## src/rtl/ps2_rx_pkg.sv

```systemverilog
// Shared PS/2 frame definitions for the receiver (and the future transmitter).
package ps2_rx_pkg;

    localparam int unsigned PS2_FRAME_BITS = 11;
    localparam int unsigned DATA_BITS      = PS2_FRAME_BITS - 3;

    typedef enum logic [1:0] {
        StIdle,
        StData,
        StParity,
        StStop
    } ps2_state_e;

    // Odd parity over data plus parity bit means an odd number of ones in total.
    function automatic logic odd_parity_ok(input logic [DATA_BITS-1:0] data, input logic parity);
        return ^{data, parity};
    endfunction

endpackage

```

## src/rtl/sync_fifo.sv

```systemverilog
// Small first-word fall-through FIFO; head is read combinationally from storage.
module sync_fifo #(
    parameter int unsigned WIDTH = 8,
    parameter int unsigned DEPTH = 4
) (
    input  logic             clk_core,
    input  logic             reset,
    input  logic             push,
    input  logic             pop,
    input  logic [WIDTH-1:0] wdata,
    output logic [WIDTH-1:0] head,
    output logic             full,
    output logic             empty
);

    localparam int unsigned AW = $clog2(DEPTH);
    localparam int unsigned CW = AW + 1;

    logic [WIDTH-1:0] mem_q [DEPTH];
    logic [AW-1:0]    wr_ptr_q, rd_ptr_q;
    logic [CW-1:0]    count_q;
    logic             do_push, do_pop;

    assign full    = (count_q == CW'(DEPTH));
    assign empty   = (count_q == '0);
    assign do_pop  = pop && !empty;
    // A pop in the same cycle frees the slot, so a push into a full queue still lands.
    assign do_push = push && (!full || pop);
    assign head    = mem_q[rd_ptr_q];

    always_ff @(posedge clk_core or posedge reset) begin
        if (reset) begin
            for (int i = 0; i < int'(DEPTH); i++) begin
                mem_q[i] <= '0;
            end
            wr_ptr_q <= '0;
            rd_ptr_q <= '0;
            count_q  <= '0;
        end else begin
            if (do_push) begin
                mem_q[wr_ptr_q] <= wdata;
                wr_ptr_q        <= wr_ptr_q + 1'b1;
            end
            if (do_pop) begin
                rd_ptr_q <= rd_ptr_q + 1'b1;
            end
            if (do_push && !do_pop) begin
                count_q <= count_q + 1'b1;
            end else if (do_pop && !do_push) begin
                count_q <= count_q - 1'b1;
            end
        end
    end

endmodule

```

## src/rtl/ps2_rx.sv

```systemverilog
// PS/2 device-to-host receiver: line sync and filter, frame FSM, error flags, byte FIFO.
module ps2_rx
    import ps2_rx_pkg::*;
#(
    parameter int unsigned FILTER     = 4,
    parameter int unsigned TIMEOUT    = 2048,
    parameter int unsigned FIFO_DEPTH = 4
) (
    input  logic       clk_core,
    input  logic       reset,
    input  logic       ps2_clk,
    input  logic       ps2_data,
    input  logic       inhibit,
    input  logic       rd,
    input  logic       clr_err,
    output logic [7:0] rx_data,
    output logic       rx_valid,
    output logic       rx_busy,
    output logic       err_parity,
    output logic       err_frame,
    output logic       err_overrun
);

    localparam int unsigned FCW = $clog2(FILTER);
    localparam int unsigned TW  = $clog2(TIMEOUT);
    localparam int unsigned BCW = $clog2(DATA_BITS);

    logic           clk_s1_q, clk_s2_q, data_s1_q, data_s2_q;
    logic           clk_f_q, data_f_q, clk_f_prev_q;
    logic [FCW-1:0] clk_cnt_q, data_cnt_q;
    logic           fall;

    ps2_state_e           state_q, state_d;
    logic [DATA_BITS-1:0] shift_q, shift_d;
    logic [BCW-1:0]       bit_cnt_q, bit_cnt_d;
    logic                 par_q, par_d;
    logic [TW-1:0]        tcnt_q, tcnt_d;
    logic                 err_parity_q, err_parity_d;
    logic                 err_frame_q, err_frame_d;
    logic                 err_overrun_q, err_overrun_d;
    logic                 push, set_par, set_frm, set_ovr, par_ok, timed_out;
    logic                 fifo_full, fifo_empty;

    // Filtered level flips only after FILTER consecutive samples disagree with it.
    always_ff @(posedge clk_core or posedge reset) begin
        if (reset) begin
            clk_s1_q     <= 1'b1;
            clk_s2_q     <= 1'b1;
            data_s1_q    <= 1'b1;
            data_s2_q    <= 1'b1;
            clk_f_q      <= 1'b1;
            data_f_q     <= 1'b1;
            clk_f_prev_q <= 1'b1;
            clk_cnt_q    <= '0;
            data_cnt_q   <= '0;
        end else begin
            clk_s1_q     <= ps2_clk;
            clk_s2_q     <= clk_s1_q;
            data_s1_q    <= ps2_data;
            data_s2_q    <= data_s1_q;
            clk_f_prev_q <= clk_f_q;
            if (clk_s2_q == clk_f_q) begin
                clk_cnt_q <= '0;
            end else if (clk_cnt_q == FCW'(FILTER - 1)) begin
                clk_f_q   <= clk_s2_q;
                clk_cnt_q <= '0;
            end else begin
                clk_cnt_q <= clk_cnt_q + 1'b1;
            end
            if (data_s2_q == data_f_q) begin
                data_cnt_q <= '0;
            end else if (data_cnt_q == FCW'(FILTER - 1)) begin
                data_f_q   <= data_s2_q;
                data_cnt_q <= '0;
            end else begin
                data_cnt_q <= data_cnt_q + 1'b1;
            end
        end
    end

    assign fall = clk_f_prev_q && !clk_f_q;

    always_comb begin
        state_d   = state_q;
        shift_d   = shift_q;
        bit_cnt_d = bit_cnt_q;
        par_d     = par_q;
        push      = 1'b0;
        set_par   = 1'b0;
        set_frm   = 1'b0;
        par_ok    = odd_parity_ok(shift_q, par_q);
        timed_out = (state_q != StIdle) && (tcnt_q == TW'(TIMEOUT - 1));
        tcnt_d    = (fall || state_q == StIdle) ? '0 : tcnt_q + 1'b1;

        if (inhibit) begin
            state_d = StIdle;
        end else if (timed_out) begin
            state_d = StIdle;
            set_frm = 1'b1;
        end else if (fall) begin
            case (state_q)
                StIdle: begin
                    if (!data_f_q) begin
                        state_d   = StData;
                        bit_cnt_d = '0;
                    end
                end
                StData: begin
                    shift_d   = {data_f_q, shift_q[DATA_BITS-1:1]};
                    bit_cnt_d = bit_cnt_q + 1'b1;
                    if (bit_cnt_q == BCW'(DATA_BITS - 1)) begin
                        state_d = StParity;
                    end
                end
                StParity: begin
                    par_d   = data_f_q;
                    state_d = StStop;
                end
                StStop: begin
                    state_d = StIdle;
                    if (data_f_q && par_ok) begin
                        push = 1'b1;
                    end else begin
                        set_par = !par_ok;
                        set_frm = !data_f_q;
                    end
                end
                default: state_d = StIdle;
            endcase
        end

        set_ovr       = push && fifo_full && !rd;
        err_parity_d  = set_par ? 1'b1 : (clr_err ? 1'b0 : err_parity_q);
        err_frame_d   = set_frm ? 1'b1 : (clr_err ? 1'b0 : err_frame_q);
        err_overrun_d = set_ovr ? 1'b1 : (clr_err ? 1'b0 : err_overrun_q);
    end

    always_ff @(posedge clk_core or posedge reset) begin
        if (reset) begin
            state_q       <= StIdle;
            shift_q       <= '0;
            bit_cnt_q     <= '0;
            par_q         <= 1'b0;
            tcnt_q        <= '0;
            err_parity_q  <= 1'b0;
            err_frame_q   <= 1'b0;
            err_overrun_q <= 1'b0;
        end else begin
            state_q       <= state_d;
            shift_q       <= shift_d;
            bit_cnt_q     <= bit_cnt_d;
            par_q         <= par_d;
            tcnt_q        <= tcnt_d;
            err_parity_q  <= err_parity_d;
            err_frame_q   <= err_frame_d;
            err_overrun_q <= err_overrun_d;
        end
    end

    sync_fifo #(
        .WIDTH (DATA_BITS),
        .DEPTH (FIFO_DEPTH)
    ) u_fifo (
        .clk_core (clk_core),
        .reset    (reset),
        .push     (push),
        .pop      (rd),
        .wdata    (shift_q),
        .head     (rx_data),
        .full     (fifo_full),
        .empty    (fifo_empty)
    );

    assign rx_valid    = !fifo_empty;
    assign rx_busy     = (state_q != StIdle);
    assign err_parity  = err_parity_q;
    assign err_frame   = err_frame_q;
    assign err_overrun = err_overrun_q;

endmodule

```

## config.mk

```make
export PLATFORM = sky130hd
export DESIGN_NAME = ps2_rx
export DESIGN_NICKNAME = d
export VERILOG_FILES = /design/src/rtl/ps2_rx_pkg.sv /design/src/rtl/sync_fifo.sv /design/src/rtl/ps2_rx.sv
export SDC_FILE = /design/constraint.sdc
export NUM_CORES = 1
export LEC_CHECK = 0
export CORE_MARGIN = 2
export CORE_UTILIZATION = 40
export DETAILED_ROUTE_END_ITERATION = 10
export GPL_ROUTABILITY_DRIVEN = 0
export PLACE_DENSITY = 0.6
export SKIP_CTS_REPAIR_TIMING = 1
export SYNTH_ARGS = -nofsm -noshare
export SYNTH_HDL_FRONTEND = slang
export SYNTH_SLANG_ARGS = --single-unit
```

## constraint.sdc

```tcl
create_clock -name clk_core -period 6.34 [get_ports clk_core]
set_input_delay 1.268 -clock clk_core [delete_from_list [all_inputs] [get_ports clk_core]]
set_output_delay 1.268 -clock clk_core [all_outputs]
set_load 0.05 [all_outputs]
```

==> Word level (Yosys, flattened, before mapping) <==
Cells that the tools add are included.
{ "totals": {"input_bits": 7, "elab_cells": 130, "ff_bits": 78, "output_inout_bits": 13} }
{ "op_classes": {"n_bitwise": 6, "reduce_logical": 36, "magnitude_cmp": 3, "add_sub_neg": 8, "mux": 40, "eq_ne": 13} }
{ "ops": {"columns": ["op", "n"], "rows": [
  ["$bwmux 32", 1],
  ["$mux 8", 3],
  ["$mux 1", 19],
  ["$mux 2", 9],
  ["$bmux 8 s2", 1],
  ["$demux 8 s2", 1],
  ["$reduce_bool 2->1", 6],
  ["$add 11x1->11 const B", 1],
  ["$eq 11x11->1 const B", 1],
  ["$mux 11", 1],
  ["$logic_and 1x1->1", 10],
  ["$mux 3", 3],
  ["$reduce_xor 9->1", 1],
  ["$add 2x1->2 const B", 4],
  ["$eq 2x2->1 const B", 4],
  ["$logic_not 1->1", 8],
  ["$ne 4x4->1 const B", 2],
  ["$pmux 2 s4", 1],
  ["$reduce_and 4->1", 2],
  ["$add 3x1->3 const B", 2],
  ["$eq 3x3->1 const B", 2],
  ["$ge 3x3->1 const B", 2],
  ["$not 2->3", 2],
  ["$pmux 3 s2", 1],
  ["13 further kinds", 19]
]} }

==> Longest topological paths before layout <==
Gate-level depths: netlist (run 1).
{ "depth": {"ltp_word": 12, "mapped_depth": 13, "mapped_depth_nobuf": 13} }

==> Hierarchy <==
A second synthesis (run 1) with hierarchy kept.
{ "unflattened": {"hier_cells": 271, "area_unflattened_um2": 3807.4} }
{ "modules_own_cells": {"columns": ["mod", "area_per_inst_um2", "cells_per_inst", "seq_area_each_um2", "instances"], "rows": [
  ["sync_fifo", 1959.4, 115, 975.9, 1],
  ["ps2_rx", 1848.0, 156, 984.7, 1]
]} }

==> Least setup slack after synthesis (run 1) <==
No wires, ideal clock.
{ "synth_timing": {"kind": "input -> register", "from": "input rd", "to": "register u_fifo.count_q[2]", "slack_ps": 3054, "n_path_buf": 0, "cell_stages": 10, "required_ps": 6261, "t_arrival_ps": 3207, "setup_time_ps": 79, "cell_sequence": "nor4b_1 nor2_1 nand3_1 inv_1 ha_1 inv_1 fa_1 xor2_1 nor2_1 xor2_1"} }
{ "synth_via": {"elab_chain_cells": 5, "word_cells_on_any_way": 9, "classes_between": "1 x mux; 8 x reduce/logical"} }
{ "synth_lines": {"columns": ["item", "line_no", "rtl"], "rows": [
  ["from (decl)", "ps2_rx.sv:14", "input logic rd,"],
  ["$logic_or 1x1->1 *", "sync_fifo.sv:28", "assign do_push = push && (!full || pop);"],
  ["$logic_and 1x1->1 *", "sync_fifo.sv:28", null],
  ["net u_fifo.do_push", "sync_fifo.sv:22", "logic do_push, do_pop;"],
  ["$logic_not 1->1", "sync_fifo.sv:49", "end else if (do_pop && !do_push) begin"],
  ["$logic_and 1x1->1", "sync_fifo.sv:49", null],
  ["$reduce_bool 2->1 (no source line)", null, null],
  ["to (signal assigned)", "sync_fifo.sv:48", "count_q <= count_q + 1'b1;"],
  ["to (signal assigned)", "sync_fifo.sv:50", "count_q <= count_q - 1'b1;"],
  ["to (decl)", "sync_fifo.sv:21", "logic [CW-1:0] count_q;"]
]} }
Mark *: on every way through the listed nets, which the timed path passes. The rest lies on a longest branch.
A chain may end at the register's enable or synchronous reset.

==> Final worst setup path (run 1) <==
{ "layout_timing": {"from": "register u_fifo.rd_ptr_q[0]", "to": "output rx_data[1]"} }
{ "layout_via": {"elab_chain_cells": 4} }
{ "layout_lines": {"columns": ["item", "line_no", "rtl"], "rows": [
  ["from (decl)", "sync_fifo.sv:20", "logic [AW-1:0] wr_ptr_q, rd_ptr_q;"],
  ["from (signal assigned)", "sync_fifo.sv:45", "rd_ptr_q <= rd_ptr_q + 1'b1;"],
  ["$not 2->3 (implied by the code)", "sync_fifo.sv:29", "assign head = mem_q[rd_ptr_q];"],
  ["$bmux 8 s2", "sync_fifo.sv:29", null],
  ["$mux 8 (implied by the code) (2 in a row)", "sync_fifo.sv:29", null],
  ["to (decl)", "ps2_rx.sv:16", "output logic [7:0] rx_data,"]
]} }
Every way passes these cells. The select of a mux whose other input is x is not followed.

==> impl_metrics.tcl, run 1 <==
set metrics [dict create \
    synthArstFlopShare_pct 100 \
    ff_latch_area_um2 1960 \
    h-tree-depth 3 \
    finalHoldViolCount 0 \
    dr_total_vias 1968 \
    setup_viol 0 \
    r2r_start "clk_f_prev_q" \
    cts_buffer_depth 2 \
    synth-warning-count 0 \
    r2r_cells 11 \
    synth_edf_count 0 \
    grt_use_total_pct 13.4 \
    cts_tree "yes" \
    drive_gt1_share_pct 30.1 \
    worstSkewPairLatency_ps 350 \
    row_count 34 \
    ys.flop_type "dfrtp_1" \
    rsz0062_at_grt "false" \
    multi_input_comb_area_um2 1560 \
    finalCritPeriodShare_pct 58.1 \
    wire_per_inst_um 14.6 \
    ys_seq_elements 78 \
    critical_path_class "flop to output port" \
    routed_wirelength_mm 5.74 \
    synth_top_cell_by_area "dfrtp_1" \
    relSlewSlack_pct 36.0 \
    r2r-end "u_fifo.count_q[2]" \
    finalCriticalPeriod_ps 3690 \
    status "completed" \
    syn-num-nets 276 \
    synth_cell_types 39 \
    placed_area_um2 3900 \
    antenna_found_initial 0 \
    grt_overflow 0 \
    clkSinkCount 78 \
    dieArea_um2 9730 \
    hp-class "flop to flop" \
    drtPass1Iterations 4 \
    die_x_um 98.7 \
    max_freq_mhz 271 \
    required_ps 5070 \
    fin_skew_ps 10.6 \
    fin_area_um2 4120 \
    remaining_drc_errors 0 \
    root_buffer "clkbuf_8" \
    dpl.hpwl_mm 3.86 \
    start_util_pct 41.1 \
    grt_pass1_vias 1999 \
    coreArea_um2 8720 \
    synth.top_cells.by_area "dfrtp_1 (50%), mux2_2 (14%), dfstp_2 (5.1%), mux4_2 (5.0%), ha_1 (4.9%)" \
    via_per_inst 4.99 \
    cts_made_buffers 9 \
    crit_path_start_kind "flop" \
    endpoint_kind "output port" \
    worst_pin_slew_ps 961 \
    grt_max_degree 79 \
    drv_cap 0 \
    tns_ps 0 \
    antenna_left 0 \
    cp-endpoint "rx_data[1]" \
    worstPathArrival_ps 2420 \
    port_buffers 19 \
    synth_cells 254 \
    n_antenna_cell 0 \
    crit_start "u_fifo.rd_ptr_q[0]" \
    cts.clk_slew.worst_paths_ps 70 \
    yosysTopAreaCellShare_pct 49.6 \
    die_h_um 98.7 \
    ir_worst_vdd_mv 0.155 \
    synthToLayoutAreaGrowth_pct 14.8 \
    yosysSeqAreaShare_pct 54.7 \
    worstPathMaxFanout 10 \
    power.density_nw_per_um2 321 \
    final_nets 303 \
    reg2reg_slack_ps 3170 \
    p_leak_nw 1.90 \
    grt_first_pass_wirelength_mm 10.1 \
    synth_area_um2 3580 \
    drt_iter0_drc 57 \
    maxSlewViolCount 0 \
    n_fill_cell 758 \
    ios 20 \
    hold_depth 0 \
    syn_avg_cell_area_um2 14.1 \
]
worst min-delay path by stage:
stage / end / startpoint / slack [ps]
after CTS: data_s2_q / data_s1_q / 360
after floorplan: clk_s2_q / clk_s1_q / 350
after global placement: data_s2_q / data_s1_q / 350
after global routing: clk_s2_q / clk_s1_q / 370
after detailed placement: clk_s2_q / clk_s1_q / 350
final: data_s2_q / data_s1_q / 350
power breakdown:
part	total, W	internal [W]	leakage (nW)	switching [W]
logic	0.000288	0.000140	0.754	0.000148
registers	0.000637	0.000560	1.05	0.0000770
clock network	0.000398	0.000221	0.0985	0.000177
total	0.00132	0.000920	1.90	0.000402
per-stage QoR:
stage	setup WS (ps)	utilization, %	hold WS [ps]	cells	power, W
floorplan	3050	-	345	254	0.000869
global placement	2410	44.7	347	378	0.000939
detailed placement	2320	44.7	347	378	0.000945
CTS	2570	47.2	358	394	0.00135
global route	2490	47.2	367	394	0.00141
finish	2650	47.2	353	394	0.00132
cells in the final DEF (no fill, tap or decap), drive strengths merged, types with 3 or more instances in the layout:
master	instances
mux4	8
clkdlybuf4s50	19
clkinvlp	3
clkbuf	10
dfrtp	71
dfstp	7
inv	13
nand4	4
nand2	8
xor2	7
and3	4
nor2b	3
nand3	10
nor3	3
mux2	45
ha	14
xnor2	16
nor2	16
sequential cells by signal, indices dropped and copies added, names as in the netlist:
name	flops
clk_f_q	1
bit_cnt_q	3
err_overrun	1
state_q	2
tcnt_q	11
shift_q	8
clk_s1_q	1
data_f_q	1
clk_cnt_q	2
par_q	1
u_fifo.count_q	3
u_fifo.wr_ptr_q	2
data_s2_q	1
data_s1_q	1
clk_s2_q	1
data_cnt_q	2
clk_f_prev_q	1
err_frame	1
err_parity	1
u_fifo.mem_q	32
u_fifo.rd_ptr_q	2
critical path, stage by stage, from the launching register on:
cell	delay (ps)
dfrtp_1	750
mux4_2	600
clkdlybuf4s50_1	720
per-layer routing:
metal	share of wire (%)	vias up	global-route usage, %	routed length (µm)
li1	-	949	-	-
met2	50	22	21.0	2890
met1	45	988	17.5	2580
met5	0	-	0	0
met3	2.9	9	3.62	164
met4	1.8	0	6.01	104
cell type report:
type	instances	area share [%]
Multi-Input combinational cell	159	37.9
Timing Repair Buffer	20	4.80
Clock inverter	6	2.13
Clock buffer	10	3.10
Tap cell	108	3.28
Sequential cell	78	47.6
Inverter	13	1.19
synth_stat cells, types with 2 or more instances:
| library cell | number |
|---|---|
| xor2_1 | 7 |
| nand2_1 | 8 |
| ha_1 | 14 |
| xnor2_1 | 15 |
| nor2b_1 | 3 |
| nor3_1 | 3 |
| o21ai_0 | 2 |
| and3_1 | 4 |
| clkbuf_1 | 2 |
| mux4_2 | 8 |
| nand3_1 | 10 |
| nand4_4 | 4 |
| inv_1 | 13 |
| dfstp_2 | 7 |
| o22ai_1 | 2 |
| dfrtp_1 | 71 |
| mux2_2 | 45 |
| nor2_1 | 15 |
logic make-up (layout without fill, tap and decap cells):
family	after synthesis	after routing	synth area share (%)
and+or+nand+nor	57	57	9.95
xor gates and xnor gates	24	24	6.81
muxes	54	54	19.4
DFF	78	78	54.7
AOI/OAI and AO/OA	9	9	1.82
adders and majority gates	15	15	5.45
buffers and inverters	17	49	1.82
Note: power is estimated with default switching activity, not from simulation.
==> run 2, diff against run 1 <==
PLACE_DENSITY = 0.62   (was 0.6)
clock period = 3.23 ns   (was 6.34 ns; I/O delays follow)
==> run 2 against run 1 <==
Net effect:
- worst setup slack worse by 2400 ps
- critical path depth stayed put
- die area stayed put
- critical path type unchanged
- largest cell class unchanged
==> impl_metrics.tcl, run 2 (synthesis results as in run 1) <==
set metrics [dict create \
    final_common_cell "dfrtp_1" \
    cts_made_buffers 9 \
    grt_use_total_pct 13.8 \
    grt_first_pass_wirelength_mm 10.6 \
    regMostFlops "u_fifo.mem_q" \
    r2r_cells 11 \
    relSlewSlack_pct 63.3 \
    n_antenna_cell 0 \
    dieArea_um2 9730 \
    ir_worst_vdd_mv 0.283 \
    r2r_start "shift_q[5]" \
    p_leak_nw 1.93 \
    rsz0062_at_grt "false" \
    endpoint_kind "output port" \
    hp-class "flop to flop" \
    port_buffers 19 \
    grt_overflow 0 \
    antenna_left 0 \
    dr_total_vias 2010 \
    status "completed" \
    ff_latch_area_um2 1960 \
    drive_gt1_share_pct 31.6 \
    required_ps 2580 \
    die_x_um 98.7 \
    critPathBufInv 1 \
    cts.clk_slew.worst_paths_ps 80 \
    die_h_um 98.7 \
    finalCriticalPeriod_ps 2990 \
    wire_per_inst_um 14.5 \
    cts_buffer_depth 2 \
    worstSkewPairLatency_ps 350 \
    critical_path_class "flop to output port" \
    via_per_inst 5.04 \
    h-tree-depth 3 \
    largest_register_ffs 32 \
    setup_viol 0 \
    drt_iter0_drc 60 \
    maxSlewViolCount 0 \
    reg2reg_slack_ps 510 \
    fin_skew_ps 11.8 \
    start_util_pct 41.1 \
    drtPass1Iterations 4 \
    worstPathArrival_ps 2350 \
    grt_max_degree 55 \
    setup_ws_ps 238 \
    drv_cap 0 \
    r2r-end "u_fifo.count_q[2]" \
    final_nets 308 \
    antenna_found_initial 0 \
    synthToLayoutAreaGrowth_pct 15.6 \
    crit_start "u_fifo.rd_ptr_q[0]" \
    cp_top_family "buffers and inverters" \
    worst-path-stages 2 \
    grt_pass1_vias 2086 \
    power.density_nw_per_um2 614 \
    finalHoldViolCount 0 \
    multi_input_comb_area_um2 1560 \
    fin_util_pct 47.5 \
    clkSinkCount 78 \
    path_cells "mux4_2 -> clkdlybuf4s50_1" \
    place_inst 383 \
    tns_ps 0 \
    crit_path_start_kind "flop" \
    finalCritPeriodShare_pct 92.6 \
    stdcell_count 399 \
    cts_tree "yes" \
    placed_area_um2 3950 \
    ios 20 \
    n_fill_cell 795 \
    min_from "clk_s1_q" \
    cp_slowest_stage_delay_ps 710 \
    routed_wirelength_mm 5.77 \
    place_ws_ps 232 \
    dpl.hpwl_mm 3.99 \
    cp-endpoint "rx_data[2]" \
    worst_pin_slew_ps 551 \
    mostFrequentLayoutCells "dfrtp_1 (71), mux2_2 (45), clkdlybuf4s50_1 (19)" \
    worstPathMaxFanout 9 \
    slowest_stage "clkdlybuf4s50_1" \
    coreArea_um2 8720 \
    row_count 34 \
    max_freq_mhz 334 \
    root_buffer "clkbuf_8" \
    top_regs "u_fifo.mem_q x32, tcnt_q x11, shift_q x8" \
    fin_area_um2 4140 \
    remaining_drc_errors 0 \
]
## run 2: cell count changes in the layout (fill, tap and decap cells not counted)
cell        before  now
clkbuf_1         1    0
clkinvlp_4       3    0
buf_4            1    5
buf_12           0    1
clkbuf_8         9   11
bufinv_16        2    0
clkinv_4         0    2
inv_6            0    2
## run 2: metal layers
layer,up-vias,GRT usage (%),routed length (µm)
met5,-,0,0
met4,0,4.11,72
met3,7,4.26,161
met2,19,21.2,2800
met1,1030,18.8,2740
li1,954,-,-
## run 2: worst register-to-register path: cells and delay by family, from the launching register on
kind / cells / cell delay, ps
xor gates and xnor gates: 5 / 1160
adders and majority gates: 2 / 600
buffers and inverters: 2 / 150
DFF: 1 / 460
and+or+nand+nor: 2 / 270
## run 2: worst min-delay path by stage
stage,to,cells past startpoint
after floorplan,clk_s2_q,0
after global placement,clk_s2_q,0
after detailed placement,clk_s2_q,0
after CTS,data_s2_q,0
after global routing,data_s2_q,0
final,clk_s2_q,0
## run 2: stage by stage
step | total power, W | hold slack, ps
detailed placement | 0.00188 | 349
finish | 0.00254 | 359
floorplan | 0.00171 | 345
global route | 0.00272 | 366
global placement | 0.00187 | 347
CTS | 0.00259 | 359
## run 2: layout make-up
cell class              instances  area share (%)
flip-flops and latches         78            47.3
multi-input cells             159            37.6
repair buffers                 25            5.98
clock buffers                  11            3.66
well taps                     108            3.26
inverters                      13            1.18
clock inverters                 5           0.967
## run 2: power breakdown
group / leakage [nW] / total, W / internal (W) / switching (W)
Sequential: 1.05 / 0.00125 / 0.00110 / 0.000146
Clock: 0.100 / 0.000697 / 0.000328 / 0.000369
Combinational: 0.784 / 0.000600 / 0.000301 / 0.000299
==> run 3, diff against run 2 <==
TNS_END_PERCENT = 1   (was unset)
==> results of run 3 <==
Final layout, timing and power as in run 2 (identical DEF).
